**src/rtl/edge_pkg.sv**
```systemverilog
// Shared types for the multi-channel edge detector: per-channel debounce state
// and the 2-bit edge-select encoding.
package edge_pkg;

    typedef enum logic [1:0] {
        LOW       = 2'b00,
        RISE_WAIT = 2'b01,
        HIGH      = 2'b10,
        FALL_WAIT = 2'b11
    } edge_state_t;

    typedef enum logic [1:0] {
        MODE_OFF  = 2'b00,
        MODE_RISE = 2'b01,
        MODE_FALL = 2'b10,
        MODE_BOTH = 2'b11
    } edge_mode_t;

    // Bit 0 of the mode enables rising edges, bit 1 enables falling edges.
    function automatic logic edge_enabled(input edge_mode_t m, input logic is_rise);
        return is_rise ? m[0] : m[1];
    endfunction

endpackage

```
**src/rtl/edge_chan.sv**
```systemverilog
// One edge-detector channel: synchroniser chain, debounce counter, Mealy edge FSM
// and sticky pending flag.
//
//   state     | meaning
//   ----------|---------------------------------------------------------
//   LOW       | accepted level is 0, synced input agrees
//   RISE_WAIT | accepted level is 0, counting consecutive synced 1s
//   HIGH      | accepted level is 1, synced input agrees
//   FALL_WAIT | accepted level is 1, counting consecutive synced 0s
module edge_chan
    import edge_pkg::*;
#(
    parameter int SYNC_STAGES     = 2,
    parameter int DEBOUNCE_CYCLES = 1
) (
    input  logic       clk,
    input  logic       rst_n,
    input  logic       level,
    input  logic [1:0] mode,
    input  logic       clr,
    output logic       tick,
    output logic       level_db,
    output logic       pending
);

    localparam int CNT_W = $clog2(DEBOUNCE_CYCLES + 1);
    localparam logic [CNT_W-1:0] CNT_LAST = CNT_W'(DEBOUNCE_CYCLES - 1);
    localparam logic [CNT_W-1:0] CNT_ONE  = CNT_W'(1);

    logic [SYNC_STAGES-1:0] sync_q;
    logic                   s;
    edge_state_t            state_reg, state_next;
    logic [CNT_W-1:0]       cnt_reg, cnt_next;
    logic                   rise_evt, fall_evt;
    edge_mode_t             mode_e;

    assign s      = sync_q[SYNC_STAGES-1];
    assign mode_e = edge_mode_t'(mode);

    always_ff @(posedge clk or negedge rst_n) begin
        if (!rst_n) begin
            sync_q <= '0;
        end else begin
            sync_q <= {sync_q[SYNC_STAGES-2:0], level};
        end
    end

    always_comb begin
        state_next = state_reg;
        cnt_next   = cnt_reg;
        rise_evt   = 1'b0;
        fall_evt   = 1'b0;
        tick       = 1'b0;
        case (state_reg)
            LOW: begin
                if (s) begin
                    if (DEBOUNCE_CYCLES == 1) begin
                        state_next = HIGH;
                        rise_evt   = 1'b1;
                    end else begin
                        state_next = RISE_WAIT;
                        cnt_next   = CNT_ONE;
                    end
                end
            end
            RISE_WAIT: begin
                if (!s) begin
                    state_next = LOW;
                    cnt_next   = '0;
                end else if (cnt_reg == CNT_LAST) begin
                    state_next = HIGH;
                    cnt_next   = '0;
                    rise_evt   = 1'b1;
                end else begin
                    cnt_next = cnt_reg + CNT_ONE;
                end
            end
            HIGH: begin
                if (!s) begin
                    if (DEBOUNCE_CYCLES == 1) begin
                        state_next = LOW;
                        fall_evt   = 1'b1;
                    end else begin
                        state_next = FALL_WAIT;
                        cnt_next   = CNT_ONE;
                    end
                end
            end
            FALL_WAIT: begin
                if (s) begin
                    state_next = HIGH;
                    cnt_next   = '0;
                end else if (cnt_reg == CNT_LAST) begin
                    state_next = LOW;
                    cnt_next   = '0;
                    fall_evt   = 1'b1;
                end else begin
                    cnt_next = cnt_reg + CNT_ONE;
                end
            end
            default: begin
                state_next = LOW;
                cnt_next   = '0;
            end
        endcase
        tick = (rise_evt & edge_enabled(mode_e, 1'b1)) |
               (fall_evt & edge_enabled(mode_e, 1'b0));
    end

    // level_db is registered from the next state so it changes together with state_reg.
    always_ff @(posedge clk or negedge rst_n) begin
        if (!rst_n) begin
            state_reg <= LOW;
            cnt_reg   <= '0;
            level_db  <= 1'b0;
            pending   <= 1'b0;
        end else begin
            state_reg <= state_next;
            cnt_reg   <= cnt_next;
            level_db  <= (state_next == HIGH) || (state_next == FALL_WAIT);
            pending   <= tick | (pending & ~clr);
        end
    end

endmodule

```
**src/rtl/edge_detector_multi.sv**
```systemverilog
// N-channel edge detector for asynchronous level inputs; each channel is an
// independent edge_chan, with a combined pending flag for interrupt aggregation.
module edge_detector_multi
    import edge_pkg::*;
#(
    parameter int N_CH            = 4,
    parameter int SYNC_STAGES     = 2,
    parameter int DEBOUNCE_CYCLES = 1
) (
    input  logic              clk,
    input  logic              rst_n,
    input  logic [N_CH-1:0]   level,
    input  logic [2*N_CH-1:0] mode,
    input  logic [N_CH-1:0]   clr,
    output logic [N_CH-1:0]   tick,
    output logic [N_CH-1:0]   level_db,
    output logic [N_CH-1:0]   pending,
    output logic              any_pending
);

    for (genvar i = 0; i < N_CH; i++) begin : g_ch
        edge_chan #(
            .SYNC_STAGES    (SYNC_STAGES),
            .DEBOUNCE_CYCLES(DEBOUNCE_CYCLES)
        ) u_chan (
            .clk     (clk),
            .rst_n   (rst_n),
            .level   (level[i]),
            .mode    (mode[2*i+1:2*i]),
            .clr     (clr[i]),
            .tick    (tick[i]),
            .level_db(level_db[i]),
            .pending (pending[i])
        );
    end

    assign any_pending = |pending;

endmodule
```
**config.mk**
```make
export PLATFORM = sky130hd
export DESIGN_NAME = edge_detector_multi
export DESIGN_NICKNAME = d
export VERILOG_FILES = /design/src/rtl/edge_pkg.sv /design/src/rtl/edge_chan.sv /design/src/rtl/edge_detector_multi.sv
export SDC_FILE = /design/constraint.sdc
export NUM_CORES = 1
export LEC_CHECK = 0
export ABC_AREA = 1
export ABC_CLOCK_PERIOD_IN_PS = 1400
export BUFFER_PORTS_ARGS = -buffer_cell sky130_fd_sc_hd__buf_2
export CAP_MARGIN = 30
export CORE_MARGIN = 4
export CORE_UTILIZATION = 45
export CTS_CLUSTER_DIAMETER = 150
export DETAILED_ROUTE_END_ITERATION = 10
export PLACE_DENSITY = 0.78
export SYNTH_ARGS = -nofsm -noshare
export SYNTH_HDL_FRONTEND = slang
export SYNTH_SLANG_ARGS = --single-unit
```
**constraint.sdc**
```tcl
create_clock -name clk -period 1.4 [get_ports clk]
set_input_delay 0.07 -clock clk [delete_from_list [all_inputs] [get_ports clk]]
set_output_delay 0.07 -clock clk [all_outputs]
set_load 0.1 [all_outputs]
```
==> results.py <==
metrics = {
    "timing": {
        "fin_crit_ns": 1.28,
        "fmax_ghz": 0.779,
        "setup_viol": 0,
        "fin_skew_ns": 0.00571,
        "hold_viol": 0,
        "finalWorstSetupSlack_ns": 0.116,
        "tightest_slew_ns": 0.486,
        "maxSlewHeadroom_pct": 67.8,
        "rsz0062_at_grt": "false",
        "period_share_pct": 91.7,
        "holdWs_ns": 0.0385,
        "slew_violations": 0,
        "setup_tns_ns": 0,
    },
    "final_layout": {
        "final_common_cell": "buf_2",
        "fin_nets": 112,
        "stdcell_area_um2": 893,
        "fill_cells": 130,
        "diodes": 0,
        "regArea_um2": 475,
        "largest_reg_flops": 8,
        "layout_common_cells": "26 x buf_2, 19 x dfrtp_1, 12 x inv_1",
        "drive_above_1_share_pct": 38.7,
        "final_util_pct": 58.0,
        "largest-register": "g_ch.u_chan.sync_q",
        "multi_input_area_um2": 116,
        "synthToLayoutAreaGrowth_pct": 18.6,
        "largestRegisters": "g_ch.u_chan.sync_q (8), g_ch.u_chan.level_db (4), g_ch.u_chan.pending (4)",
    },
    "global_routing": {
        "grt_pass1_vias": 460,
        "antenna_found_initial": 0,
        "grt_pass1_wl_um": 1900,
        "track_usage_pct": 9.82,
        "grt_overflow": 0,
        "grt_max_degree": 20,
    },
    "clock_network": {
        "htreeDepth": 1,
        "cts_setup_buffers": 0,
        "cts_made_buffers": 3,
        "clock_latency_ns": 0.28,
        "cts_tree": "yes",
        "cts_root_buf": "clkbuf_4",
        "cts_buffer_depth": 2,
        "cts.sinks": 19,
        "cts.clk_slew.worst_paths_ns": 0.10,
    },
    "yosys": {
        "synthAdderAreaFrac_pct": 0,
        "synth_compound_area_share_pct": 0,
        "synthSimpleGateAreaFrac_pct": 15.4,
        "synth.distinct_cells": 8,
        "synth_top_family_by_area": "buffers and inverters",
        "syn_nets": 91,
        "yosysWarnings": 0,
        "synth_xor_area_share_pct": 0,
        "muxShareOfSynthArea_pct": 0,
        "ys_ff_latch": 19,
        "synthCells": 73,
        "synthesis.area_um2": 753,
        "ys_seq_area_share_pct": 63.1,
        "syn_area_per_cell_um2": 10.3,
    },
    "worst_setup_path": {
        "crit_type": "flop to primary output",
        "cp-end-kind": "primary output",
        "cp.arrival_ns": 1.21,
        "start_kind": "flop",
        "crit_fanout": 4,
        "critPathRequiredTime_ns": 1.33,
    },
    "floorplan": {
        "dieWidth_um": 48.9,
        "core_mm2": 0.00154,
        "ios": 31,
        "dieHeight_um": 48.9,
        "design.die.area_mm2": 0.00239,
        "start_util_pct": 48.9,
        "rows": 14,
    },
    "detailed_routing": {
        "drc": 0,
        "drt_iter0_markers": 5,
        "dr.pass1.iters": 4,
        "avgRoutedWirePerCell_um": 10.1,
        "vias_per_cell": 4.39,
        "vias": 478,
        "routed_wl_um": 1100,
        "drtAntennaViolNets": 0,
    },
    "power": {
        "vdd_drop_max_v": 0.000739,
        "p_per_area_mw_per_mm2": 1340,
        "static-leakage-power_uw": 0.000512,
    },
    "placed_design": {
        "dp_slack_ns": 0.299,
        "place_congestion": 0.639,
        "portBuffers": 30,
        "dp_hpwl_um": 850,
        "dpl_cell_area_um2": 807,
    },
    "run_status": {
        "outcome": "complete, no violations",
    },
    "worst_hold_path": {
        "hold_class": "primary input to flop",
    },
    "flow_run": {
        "cap_violations": 0,
    },
}
-- path summary, 6_finish.rpt --
path / startpoint / end / slack (ns) / cells past startpoint
hold reg to reg: g_ch[0].u_chan.sync_q[0] / g_ch[0].u_chan.sync_q[1] / 0.35 / 0
max in group asynchronous: rst_n / g_ch[3].u_chan.pending / 0.88 / 2
hold / removal: mode[1] / g_ch[0].u_chan.pending / 0.04 / 3
setup / recovery: g_ch[3].u_chan.sync_q[1] / tick[3] / 0.12 / 4
min in group asynchronous: rst_n / g_ch[0].u_chan.pending / 0.24 / 2
setup reg to reg: g_ch[2].u_chan.sync_q[1] / g_ch[2].u_chan.pending / 0.67 / 3
-- critical path, stage by stage (launching register included) --
cell and delay, ns:
dfrtp_1 0.41, inv_1 0.07, nand3_2 0.06, nand2_1 0.07, clkbuf_4 0.32
-- final cells by class --
class                      count  share of cell area (%)
sequential                    19                    53.2
inverter                      12                    5.04
multi-input combinational     23                    13.0
tap                           16                    2.24
timing repair buffer          35                    23.5
clock buffer                   4                    2.94
-- stage by stage --
step | power (uW) | cells
2_1_floorplan | 911 | 73
3_3_place_gp | 934 | 100
3_5_place_dp | 937 | 100
4_1_cts | 1210 | 109
5_1_grt | 1250 | 109
6_report | 1190 | 109
-- metal layers --
| metal | GRT usage, % | up-vias | routed length, um |
|---|---|---|---|
| met2 | 16.5 | 18 | 585 |
| met1 | 11.7 | 216 | 431 |
| li1 | - | 244 | - |
| met3 | 2.75 | 0 | 81 |
| met5 | 0 | - | 0 |
| met4 | 4.04 | 0 | 0 |
-- kinds of logic after synthesis --
logic type	Yosys count
flops	19
simple gates	23
buf+inv	31
-- where the power goes --
part | switching, uW | internal (uW) | leakage, uW
clock network | 145 | 110 | 0.0000150
registers | 20.4 | 583 | 0.000224
logic | 270 | 64.9 | 0.000273
total | 435 | 758 | 0.000512
-- cell usage after synthesis --
library cell / number / area [um^2]
dfrtp_1: 19 / 475
buf_4: 12 / 90.1
inv_1: 12 / 45.0
nand2_1: 9 / 33.8
nand3_1: 9 / 45.0
clkbuf_1: 7 / 26.3
nand3_2: 3 / 30.0
nor2_1: 2 / 7.51
-- timing repair --
item                                   CTS  global route
cloned                                   0             0
resized for setup                        2             2
endpoints found under the hold margin   23             0
hold buffers                             5             0
setup endpoints to repair                2             2
(Power assumes the default switching activity.)
